===== src/rtl/btn_pkg.sv =====
// btn_pkg: shared state codes, owner encoding and debounce default for btn_db_arb
package btn_pkg;
  localparam int DB_CNT_DEF = 500000;
  localparam logic [2:0] ST_IDLE    = 3'd0;
  localparam logic [2:0] ST_GRANT   = 3'd1;
  localparam logic [2:0] ST_COUNT   = 3'd2;
  localparam logic [2:0] ST_FIRE    = 3'd3;
  localparam logic [2:0] ST_RELEASE = 3'd4;
  localparam logic OWN_C  = 1'b0;
  localparam logic OWN_SS = 1'b1;
endpackage


===== src/rtl/db_timer.sv =====
// db_timer: shared saturating debounce counter
// Ports: clk, rst (async active-low), clr (zero the count), inc (advance the count),
//        hit (count has reached DB_CNT-1; the count holds there).
module db_timer
  import btn_pkg::*;
#(
  parameter int DB_CNT = DB_CNT_DEF,
  parameter int CNT_W  = 19
) (
  input  logic clk,
  input  logic rst,
  input  logic clr,
  input  logic inc,
  output logic hit
);
  logic [CNT_W-1:0] r_cnt;
  assign hit = r_cnt == CNT_W'(DB_CNT - 1);
  always_ff @(posedge clk or negedge rst)
    if (!rst) r_cnt <= '0;
    else if (clr) r_cnt <= '0;
    else if (inc && !hit) r_cnt <= r_cnt + 1'b1;
endmodule


===== src/rtl/btn_db_arb.sv =====
// btn_db_arb: two-button debouncer sharing one counter, arbitrated per press
// Ports: clk, rst (async active-low), c_raw / ss_raw (raw async buttons),
//        c_btn / ss_btn (one-cycle accepted-press pulses), db_done (one-cycle
//        release-debounced pulse), busy (arbiter not idle).
// Option: define BTN_DB_RR_EN for round-robin tie breaking; default is c over ss.
module btn_db_arb
  import btn_pkg::*;
#(
  parameter int DB_CNT = DB_CNT_DEF,
  parameter int CNT_W  = 19
) (
  input  logic clk,
  input  logic rst,
  input  logic c_raw,
  input  logic ss_raw,
  output logic c_btn,
  output logic ss_btn,
  output logic db_done,
  output logic busy
);
  logic [1:0] r_c_sync, r_ss_sync;
  logic [2:0] r_state, w_next;
  logic r_owner, r_done;
  logic w_c_s, w_ss_s, w_own_s, w_hit, w_clr, w_inc, w_win;
  assign w_c_s   = r_c_sync[1];
  assign w_ss_s  = r_ss_sync[1];
  assign w_own_s = r_owner == OWN_SS ? w_ss_s : w_c_s;
`ifdef BTN_DB_RR_EN
  logic r_last;
  // On a tie, the button that fired last loses.
  assign w_win = (w_c_s && w_ss_s) ? ~r_last : (w_c_s ? OWN_C : OWN_SS);
  always_ff @(posedge clk or negedge rst)
    if (!rst) r_last <= OWN_SS;
    else if (r_state == ST_COUNT && w_next == ST_FIRE) r_last <= r_owner;
`else
  assign w_win = w_c_s ? OWN_C : OWN_SS;
`endif
  assign w_next = r_state == ST_IDLE    ? ((w_c_s || w_ss_s) ? ST_GRANT : ST_IDLE) :
                  r_state == ST_GRANT   ? ST_COUNT :
                  r_state == ST_COUNT   ? (!w_own_s ? ST_IDLE : (w_hit ? ST_FIRE : ST_COUNT)) :
                  r_state == ST_FIRE    ? ST_RELEASE :
                  r_state == ST_RELEASE ? (w_hit ? ST_IDLE : ST_RELEASE) : ST_IDLE;
  // Press counts while held, release counts while low; a bounce during release restarts it.
  assign w_clr = r_state == ST_GRANT || r_state == ST_FIRE || (r_state == ST_RELEASE && w_own_s);
  assign w_inc = (r_state == ST_COUNT && w_own_s) || (r_state == ST_RELEASE && !w_own_s);
  db_timer #(.DB_CNT(DB_CNT), .CNT_W(CNT_W)) u_timer (
    .clk(clk), .rst(rst), .clr(w_clr), .inc(w_inc), .hit(w_hit)
  );
  always_ff @(posedge clk or negedge rst)
    if (!rst) begin
      r_c_sync  <= '0;
      r_ss_sync <= '0;
      r_state   <= ST_IDLE;
      r_owner   <= OWN_C;
      r_done    <= 1'b0;
    end else begin
      r_c_sync  <= {r_c_sync[0], c_raw};
      r_ss_sync <= {r_ss_sync[0], ss_raw};
      r_state   <= w_next;
      r_owner   <= (r_state == ST_IDLE && w_next == ST_GRANT) ? w_win : r_owner;
      r_done    <= r_state == ST_RELEASE && w_hit;
    end
  assign c_btn   = r_state == ST_FIRE && r_owner == OWN_C;
  assign ss_btn  = r_state == ST_FIRE && r_owner == OWN_SS;
  assign db_done = r_done;
  assign busy    = r_state != ST_IDLE;
endmodule


===== config.mk =====
export PLATFORM = sky130hd
export DESIGN_NAME = btn_db_arb
export DESIGN_NICKNAME = d
export VERILOG_FILES = /design/src/rtl/btn_pkg.sv /design/src/rtl/db_timer.sv /design/src/rtl/btn_db_arb.sv
export SDC_FILE = /design/constraint.sdc
export NUM_CORES = 1
export LEC_CHECK = 0
export CAP_MARGIN = 20
export CORE_MARGIN = 10
export CORE_UTILIZATION = 50
export DETAILED_ROUTE_END_ITERATION = 10
export DONT_BUFFER_PORTS = 1
export GPL_ROUTABILITY_DRIVEN = 0
export PLACE_DENSITY = 0.74
export SLEW_MARGIN = 20
export SYNTH_ARGS = -nofsm -noshare
export SYNTH_HDL_FRONTEND = slang
export SYNTH_SLANG_ARGS = --single-unit

===== constraint.sdc =====
create_clock -name clk -period 1.7 [get_ports clk]
set_input_delay 0 -clock clk [delete_from_list [all_inputs] [get_ports clk]]
set_output_delay 0 -clock clk [all_outputs]
set_load 0.1 [all_outputs]

==> results.txt <==
----------------------------------------------------
[Timing]
  Final clock skew ... 11.0 ps
  Worst setup margin ... -284 ps
  Post-route fraction of the period consumed by the critical path ... 117%
  Clock period minus worst slack ... 1980 ps
  Slew HR ... 76.1%
  Fmax ... 504 MHz
  Final count of negative-setup-slack endpoints ... 20
  Transition time of the tightest slew-check pin ... 355 ps
  Pins over their slew limit ... 0
  Hold Fails Final Rpt ... 0
  Worst Hold Margin ... 69.2 ps
  Unrepaired setup endpoints after global routing ... yes

[Yosys]
  Avg Cell Area, Syn ... 9.79 sq um
  Asr flop ratio synth ... 100%
  Total nets after synthesis ... 147
  Register area share after synthesis ... 50.4%
  Total number of yosys warnings ... 0
  Count of flip-flops with a built-in enable after synthesis ... 0
  Leading register cell type out of synthesis ... sky130_fd_sc_hd__dfrtp_1
  Cell count after synthesis ... 142
  Post-synthesis sequential element count ... 28
  Distinct cell type count of the synthesized netlist ... 34
  Combined area of all synthesized cells ... 1390 sq um

[Route]
  DRC violations left ... 0
  DRC violation total after the first TritonRoute iteration ... 82
  Post-detailed-route count of antenna-violating nets ... 0
  Per-cell via count in the routed design ... 5.93
  TritonRoute pass-1 iters ... 6
  Total number of vias ... 1317
  Final routed wire length divided by cell count ... 17.3 microns
  Final WL ... 3.85 mm

[Placed design]
  Placed Instance Area ... 1720 sq um
  Count of port buffers added during placement ... 0
  Number of placed instances, taps included ... 206
  Setup WS pre-CTS ... -234 ps
  Detailed placement HPWL ... 2.43 mm

[Setup path]
  Kind of end point of the critical path ... flop
  Start of the worst register-to-register path ... r_owner
  R2R setup slack ... -280 ps
  Critical register-to-register path endpoint ... u_timer.r_cnt[5]
  Worst-path maximum fanout ... 8
  Arrival time reported for the critical path endpoint ... 2270 ps
  CP startpoint kind ... flop
  Critical path startpoint ... r_owner
  Worst-case reg-to-reg path depth ... 6
  Critical path class ... reg -> reg
  Required @ worst endpoint ... 1990 ps
  Capturing instance or port of the critical path ... u_timer.r_cnt[5]

[Outcome]
  Failing checks ... setup timing
  Run status ... finished, violations left

[Cells and area]
  Number of nets in the layout ... 197
  Most frequent cells in the layout ... 37 x sky130_fd_sc_hd__buf_4, 28 x sky130_fd_sc_hd__dfrtp_1, 13 x sky130_fd_sc_hd__nor2_1, 8 x sky130_fd_sc_hd__buf_6, 7 x sky130_fd_sc_hd__nand2_1
  Most common cell after layout, fill and taps aside ... sky130_fd_sc_hd__buf_4
  Count of non-filler cells in the finished layout ... 222
  Fraction of layout instances using a drive strength above 1 ... 40.8%
  Relative area change from synthesis to final layout ... 44.6%
  Finished layout cell area ... 2010 sq um
  ANT cells ... 0

[Floorplan]
  Die area ... 5290 sq um
  Std-Cell Rows ... 19
  Die height ... 72.7 microns
  Standard cell core area ... 2710 sq um
  Horizontal die dimension ... 72.7 microns
  Initial Util ... 51.3%
  Number of top-level design ports ... 8

[Min path]
  Hold crit path type ... in -> async

[GRT]
  First-pass GRT wire length ... 6.07 mm
  Remaining global-route overflow ... 0
  Total routing usage reported by global routing ... 14.1%
  Maximum number of pins on one net before global-route repair ... 29
  Number of antenna violations at the first check in global routing ... 0
  Via count of the first global-routing pass ... 1371

[Clocking]
  Clock Latency Late Sink ... 340 ps
  Clock Tree Root ... sky130_fd_sc_hd__clkbuf_4
  TritonCTS Buffers ... 3
  Number of buffers between clock root and the deepest sink ... 2
  H-tree level count ... 1
  TritonCTS clock tree ... done
  Clock Sinks ... 28
  Clock slew seen by the registers of the worst setup and hold paths ... 160 ps

[Pwr]
  Power density normalized to cell area ... 1180 nW/um^2
  Maximum vdd drop ... 1590 uV
  Static leakage ... 0.000925 uW
  Power consumption ... 2370 uW

[Job]
  Maximum Capacitance Violations ... 0

----------------------------------------------------
==> timing repair <==
action | CTS | global route
pin swaps | 6 | 17
endpoints found under the setup margin | 16 | 22
gates resized for setup | 5 | 28
hold buffers | 4 | 0
buffers inserted | 8 | 2
hold endpoints to repair | 30 | 0
==> power breakdown <==
group          switching, uW  leakage (uW)  internal (uW)  total [uW]
clock                    210     0.0000279            239         449
sequential              50.3      0.000376            731         781
combinational            677      0.000521            465        1140
total                    938      0.000925           1430        2370
==> routing by layer <==
metal | vias up | wire length, microns | GRT usage (%)
li1 | 621 | - | -
met1 | 653 | 1580 | 16.2
met2 | 30 | 2000 | 22.9
met3 | 13 | 134 | 3.13
met4 | 0 | 137 | 9.07
met5 | - | 0 | 0
==> registers in the layout, indices dropped and copies added, names as in the netlist <==
name           count
db_done            1
r_c_sync           2
r_owner            1
r_ss_sync          2
r_state            3
u_timer.r_cnt     19
==> cells in the mapped netlist, types with 2 or more instances <==
cell type,instances,area (sq um)
sky130_fd_sc_hd__nor2_1,14,52.6
sky130_fd_sc_hd__nand2_1,8,30.0
sky130_fd_sc_hd__o21ai_0,9,45.0
sky130_fd_sc_hd__nor2b_1,3,18.8
sky130_fd_sc_hd__nand4_1,6,37.5
sky130_fd_sc_hd__and3_1,5,31.3
sky130_fd_sc_hd__nor3_1,3,15.0
sky130_fd_sc_hd__buf_2,2,10.0
sky130_fd_sc_hd__or3b_1,2,17.5
sky130_fd_sc_hd__or3_1,5,31.3
sky130_fd_sc_hd__inv_1,5,18.8
sky130_fd_sc_hd__o31ai_1,3,22.5
sky130_fd_sc_hd__a21oi_1,8,40.0
sky130_fd_sc_hd__dfrtp_1,28,701
sky130_fd_sc_hd__mux2_2,2,22.5
sky130_fd_sc_hd__o211ai_1,4,30.0
sky130_fd_sc_hd__nand3_1,12,60.1
sky130_fd_sc_hd__xor2_1,6,52.6
sky130_fd_sc_hd__nand2b_1,2,12.5
==> worst max-delay path: stages (launching register included) <==
cell                      delay, ps
sky130_fd_sc_hd__dfrtp_1        440
sky130_fd_sc_hd__mux2_2         410
sky130_fd_sc_hd__mux2i_4        290
sky130_fd_sc_hd__o41ai_4        140
sky130_fd_sc_hd__buf_4          190
sky130_fd_sc_hd__or3_1          330
sky130_fd_sc_hd__a21oi_1        130
==> worst min path at each step <==
stage | start | end | cells after the start
2_1_floorplan | rst | db_done | 0
3_3_place_gp | rst | u_timer.r_cnt[18] | 0
3_5_place_dp | rst | u_timer.r_cnt[18] | 0
4_1_cts | rst | r_state[2] | 2
5_1_grt | rst | r_state[0] | 2
6_report | rst | r_state[2] | 2
==> through the flow <==
stage	TNS, ps	util, %
after floorplan	-1130	-
after global placement	-886	63.3
after detailed placement	-1960	63.3
after CTS	-2420	69.8
after global routing	-5120	74.1
final	-3220	74.1
==> area by class of cell <==
cell class                 instances  area, sq um
multi-input combinational        105          781
sequential                        28          701
fill                             184          701
timing repair buffer              49          418
tap                               31         38.8
clock inverter                     1         30.0
clock buffer                       3         22.5
inverter                           5         18.8
==> kinds of logic after synthesis <==
logic type	count (synthesis)	synth area share, %
AOI/OAI and AO/OA	28	12.5
muxes	3	3.24
DFF	28	50.4
and+or+nand+nor	67	26.3
buffers and inverters	9	2.88
adders and majority gates	1	0.900
xor gates and xnor gates	6	3.78
No activity file was read; power rests on OpenSTA's default activity.
